<file path="src/rtl/bid_round_logger.sv">
// Logs one record per bid round into a first-word fall-through FIFO and
// keeps saturating per-bidder win counters plus a wrapping round number.
module bid_round_logger #(
    parameter int DEPTH = 4,
    parameter int CNT_W = 8
) (
    input  logic             clk,
    input  logic             reset,
    input  logic             roundOver,
    input  logic             X_win,
    input  logic             Y_win,
    input  logic             Z_win,
    input  logic [31:0]      maxBid,
    input  logic             rd_ready,
    input  logic             clr_stats,
    output logic             rd_valid,
    output logic [7:0]       rd_round,
    output logic [1:0]       rd_winner,
    output logic [31:0]      rd_maxBid,
    output logic [CNT_W-1:0] X_wins,
    output logic [CNT_W-1:0] Y_wins,
    output logic [CNT_W-1:0] Z_wins,
    output logic [7:0]       round_cnt,
    output logic             overflow,
    output logic             win_err
);

    localparam int PTR_W = (DEPTH > 1) ? $clog2(DEPTH) : 1;
    localparam logic [PTR_W:0] FULL_CNT = DEPTH[PTR_W:0];

    logic             roundOver_d;
    logic [PTR_W-1:0] wr_ptr;
    logic [PTR_W-1:0] rd_ptr;
    logic [PTR_W:0]   count;

    logic [7:0]  mem_round  [DEPTH];
    logic [1:0]  mem_winner [DEPTH];
    logic [31:0] mem_bid    [DEPTH];

    logic       capture;
    logic       fifo_full;
    logic       pop;
    logic       push;
    logic       drop;
    logic [1:0] win_code;
    logic       win_bad;

    assign capture   = roundOver & ~roundOver_d;
    assign rd_valid  = (count != '0);
    assign fifo_full = (count == FULL_CNT);
    assign pop       = rd_valid & rd_ready;
    // A full FIFO can still accept a record when the head leaves in the same cycle.
    assign push      = capture & (~fifo_full | pop);
    assign drop      = capture & fifo_full & ~pop;

    assign rd_round  = rd_valid ? mem_round[rd_ptr]  : 8'd0;
    assign rd_winner = rd_valid ? mem_winner[rd_ptr] : 2'd0;
    assign rd_maxBid = rd_valid ? mem_bid[rd_ptr]    : 32'd0;

    always_comb begin
        win_code = 2'd0;
        win_bad  = 1'b0;
        case ({X_win, Y_win, Z_win})
            3'b100:  win_code = 2'd1;
            3'b010:  win_code = 2'd2;
            3'b001:  win_code = 2'd3;
            default: win_bad  = 1'b1;
        endcase
    end

    // Clear takes effect first so a win in the clearing cycle still counts.
    function automatic logic [CNT_W-1:0] next_win(input logic [CNT_W-1:0] cur,
                                                  input logic clr,
                                                  input logic hit);
        logic [CNT_W-1:0] base;
        base = clr ? '0 : cur;
        if (hit && (base != '1))
            base = base + 1'b1;
        return base;
    endfunction

    always_ff @(posedge clk) begin
        if (reset) begin
            roundOver_d <= 1'b0;
            round_cnt   <= 8'd0;
            X_wins      <= '0;
            Y_wins      <= '0;
            Z_wins      <= '0;
            overflow    <= 1'b0;
            win_err     <= 1'b0;
        end else begin
            roundOver_d <= roundOver;
            if (capture)
                round_cnt <= round_cnt + 8'd1;
            X_wins   <= next_win(X_wins, clr_stats, capture && (win_code == 2'd1));
            Y_wins   <= next_win(Y_wins, clr_stats, capture && (win_code == 2'd2));
            Z_wins   <= next_win(Z_wins, clr_stats, capture && (win_code == 2'd3));
            overflow <= (overflow & ~clr_stats) | drop;
            win_err  <= (win_err & ~clr_stats) | (capture & win_bad);
        end
    end

    always_ff @(posedge clk) begin
        if (reset) begin
            wr_ptr <= '0;
            rd_ptr <= '0;
            count  <= '0;
            for (int i = 0; i < DEPTH; i++) begin
                mem_round[i]  <= 8'd0;
                mem_winner[i] <= 2'd0;
                mem_bid[i]    <= 32'd0;
            end
        end else begin
            if (push) begin
                mem_round[wr_ptr]  <= round_cnt;
                mem_winner[wr_ptr] <= win_code;
                mem_bid[wr_ptr]    <= maxBid;
                wr_ptr             <= wr_ptr + 1'b1;
            end
            if (pop)
                rd_ptr <= rd_ptr + 1'b1;
            case ({push, pop})
                2'b10:   count <= count + 1'b1;
                2'b01:   count <= count - 1'b1;
                default: count <= count;
            endcase
        end
    end

endmodule

</file>
<file path="config.mk">
export PLATFORM = sky130hd
export DESIGN_NAME = bid_round_logger
export DESIGN_NICKNAME = d
export VERILOG_FILES = /design/src/rtl/bid_round_logger.sv
export SDC_FILE = /design/constraint.sdc
export NUM_CORES = 1
export LEC_CHECK = 0
export BUFFER_PORTS_ARGS = -buffer_cell sky130_fd_sc_hd__buf_2
export CORE_MARGIN = 4
export CORE_UTILIZATION = 55
export CTS_BUF_LIST = sky130_fd_sc_hd__clkbuf_2
export DETAILED_ROUTE_END_ITERATION = 8
export PLACE_DENSITY = 0.76
export SLEW_MARGIN = 40
export SYNTH_ARGS = -nofsm -noshare
export SYNTH_HDL_FRONTEND = slang
export SYNTH_SLANG_ARGS = --single-unit
</file>
<file path="constraint.sdc">
create_clock -name clk -period 5.2 [get_ports clk]
set_clock_uncertainty 0.05 [all_clocks]
set_input_delay 0.52 -clock clk [delete_from_list [all_inputs] [get_ports clk]]
set_output_delay 0.52 -clock clk [all_outputs]
set_load 0.02 [all_outputs]
</file>
==> impl_metrics.csv <==
group,metric,value,unit
synth,syn_avg_cell_area,13.43,sq um
synth,synth_top_area_share,52.16,%
layout,area_growth,17.65,%
power_and_ir_drop,total_power,4308,uW
synth,async_flop_share,0,%
sta,setup_viol,0,
hold_path,hp-class,"in2reg",
drt,firstDrtPassIters,4,
floorplanning,coreArea,0.01724,sq mm
floorplanning,die_area,0.01977,sq mm
sta,hold_viol_final,0,
sta,min_period,3.209,ns
synth,synth_seq_cells,212,
layout,drive_gt1_share,29.05,%
worst_setup_path,r2r_start,"count[1]",
hold_path,worstHoldEndpoint,"rd_ptr[1]",
placed_design,gp_congestion,0.8593,
sta,rsz0062_at_grt,"no",
sta,max_slew.worst_pin.slew,0.6761,ns
drt,vias_per_cell,5.632,
floorplanning,rows,48,
worst_setup_path,ff2ff_setup_slack,2.58,ns
worst_setup_path,arrival,2.64,ns
worst_setup_path,slowest_stage,"dfxtp_4",
clocking,clock_latency,0.79,ns
floorplanning,die_h,140.6,microns
synth,ys_seq_area_share,61.27,%
worst_setup_path,path_delay_family,"buffers and inverters",
floorplanning,num_io_pins,117,
worst_setup_path,worstSetupStartpointType,"register",
synth,syn_area,0.009672,sq mm
worst_setup_path,worst-r2r-cell-count,9,
worst_setup_path,cpPeakStageDelay,0.54,ns
clocking,clk_pin_slew,0.10,ns
clocking,clockBufferDepth,3,
worst_setup_path,worstSetupPathType,"reg2out",
worst_setup_path,r2r_end,"count[2]",
synth,synth_ff_type,"edfxtp_1",
hold_path,whs_path_depth,4,
sta,slew_headroom,54.93,%
hold_path,min_from,"rd_ready",
grt,grt_pass1_vias,6888,
synth,synth_nets,766,
power_and_ir_drop,vdd_ir_drop_max,0.2148,mV
drt,initialDrtViolationCount,489,
drt,routed_wl,21200,microns
drt,drc,0,
sta,finalCritPeriodShare,61.71,%
synth,ys_warn_count,0,
grt,grt_use_met2,37.53,%
power_and_ir_drop,leakage,0.004786,uW
grt,grt_max_degree,73,
power_and_ir_drop,powerDensity,378.6,mW/mm^2
grt,grtUsageMet3,4.613,%
synth,ys_top_cells_by_area,"edfxtp_1 (52%), mux4_2 (9.8%), dfxtp_1 (9.1%), and2_1 (8.0%), and3_1 (5.4%)",
clocking,cts_buffers,52,
clocking,cts_max_level,2,
worst_setup_path,crit_chain,"buf_12, buf_12, mux4_2, and2_1, buf_2",
drt,ant_nets,0,
sta,tns,0,ns
worst_setup_path,worst_ep_required_time,4.63,ns
worst_setup_path,cp_max_fo,16,
grt,busiest_layer,"met2",
clocking,ctsRootBufferMaster,"clkbuf_2",
grt,grt.total_usage,21.70,%
floorplanning,dieWidth,140.6,microns
synth,synthCells,720,
placed_design,port_buffers,116,
drt,wl_per_cell,18.29,microns
placed_design,hpwl,12570,microns
grt,antenna_found_initial,1,
grt,grt_util_met1,27.29,%
floorplanning,start_util,56.11,%
layout,layout.nets,935,
worst_setup_path,critPathCaptureType,"output pin",
sta,fmax,311.6,MHz
clocking,cts_tree,"done",
synth,synth_edf_count,168,
job,drv_cap,0,
grt,grt_pass1_wl,34330,microns
clocking,cts.sinks,212,
sta,finalMaxSlewViolations,0,
synth,synth_top_cell_by_area,"edfxtp_1",
worst_setup_path,crit_buf_inv,3,
clocking,post_cts.repair.setup_buffers,0,
synth,synth_cell_types,57,
grt,gr-total-overflow,0,
drt,num_vias,6527,
worst_setup_path,path_common_cell,"buf_12",
run_status,status,"completed",
[area by class of cell]
cell class                 instances  area (sq um)
fill                            1255          5858
tap                              225         281.5
sequential                       212          5933
clock inverter                    18         97.59
clock buffer                      80         400.4
inverter                          12         45.04
timing repair buffer             163          1061
multi-input combinational        448          3557
antenna                            1         2.502
[sequential cells by signal, indices dropped and copies added (netlist names), named ones only]
name / cells
mem_bid: 128
mem_round: 32
wr_ptr: 2
Y_wins: 8
overflow: 1
mem_winner: 8
count: 3
roundOver_d: 1
X_wins: 8
win_err: 1
rd_ptr: 2
Z_wins: 8
round_cnt: 8
[metal layers]
metal	wire length [microns]	share of wire, %	vias to the layer above
met4	446	2.1	0
met1	8460	40	3220
li1	-	-	3043
met3	1414	6.7	39
met5	0	0	-
met2	10880	51	225
[cells by family (layout without fill, tap and decap cells)]
logic type               count (synthesis)  count (layout)  synth area share (%)
XOR/XNOR                                19              19                 1.721
AND/OR/NAND/NOR                        330             330                 20.13
adder cells (fa/ha/maj)                  6               6                0.8538
buffers and inverters                   60             273                 2.458
other                                    0               1                     0
multiplexers                            47              47                 10.31
AO/OA/AOI/OAI                           46              46                 3.260
flip-flops                             212             212                 61.27
[power by group]
| group | internal, uW | switching (uW) |
|---|---|---|
| clock network | 460 | 639 |
| logic | 508 | 662 |
| registers | 1950 | 91.6 |
| total | 2910 | 1390 |
[worst register-to-register path, delay by kind of cell, from the launching register on]
kind / cells / cell delay, ns
AO/OA/AOI/OAI: 1 / 0.14
XOR/XNOR: 1 / 0.16
adder cells (fa/ha/maj): 2 / 0.58
buffers and inverters: 2 / 0.22
flip-flops: 1 / 0.37
AND/OR/NAND/NOR: 3 / 1.04
[stage by stage]
step	utilization, %	cells	setup slack (ns)	hold WS (ns)	area (sq um)
final	66.01	1159	1.991	0.1027	11380
after floorplan	-	720	0.3545	0.4199	9672
after global routing	66.01	1159	1.786	0.07277	11380
after global placement	60.74	1023	2.010	0.4341	10470
after detailed placement	61.19	1027	2.166	0.4386	10550
after CTS	66.00	1158	1.846	0.01718	11380
[synth_stat cells, types with 2 or more instances]
cell type,instances
dfxtp_1,44
xor2_1,12
nand2b_1,5
o21ai_0,12
a21oi_1,12
inv_1,11
nor3_1,6
o2111ai_1,2
a31oi_1,5
mux4_2,42
or3_1,9
nor2b_1,14
buf_2,4
nand2_1,14
ha_1,5
and3_1,84
clkbuf_1,42
xnor2_1,7
and2_1,123
a41o_1,3
nand3_1,11
nor2_1,41
edfxtp_1,168
nand4b_1,2
nand4_1,7
mux2i_1,4
[cells in the final DEF, fill, tap and decap left out, types with 10 or more instances in the layout]
master and instances:
xor2_1 12, a21oi_1 12, dfxtp_1 42, and3_1 84
inv_1 11, nor2_1 38, and2_1 123, clkbuf_2 80
nor2b_1 14, dlygate4sd3_1 33, buf_4 10, nand3_1 11
mux4_2 42, clkinv_1 15, nand2_1 13, edfxtp_1 168
buf_2 116
[how the worst max path moves through the flow]
stage | from | endpoint | slack (ns) | cells after the start
6_report | register | rd_maxBid[31] | 1.99 | 5
5_1_grt | register | rd_maxBid[11] | 1.79 | 5
4_1_cts | register | rd_maxBid[11] | 1.85 | 5
3_5_place_dp | reset | mem_bid[1][26] | 2.17 | 6
3_3_place_gp | reset | mem_bid[1][23] | 2.01 | 5
2_1_floorplan | roundOver | mem_bid[3][0] | 0.35 | 5
[repair_timing]
item,4_1_cts,5_1_grt
hold buffers,33,0
setup endpoints to repair,0,0
hold endpoints to repair,125,0
gates resized for setup,0,0
Note: power is estimated with default switching activity, not from simulation.
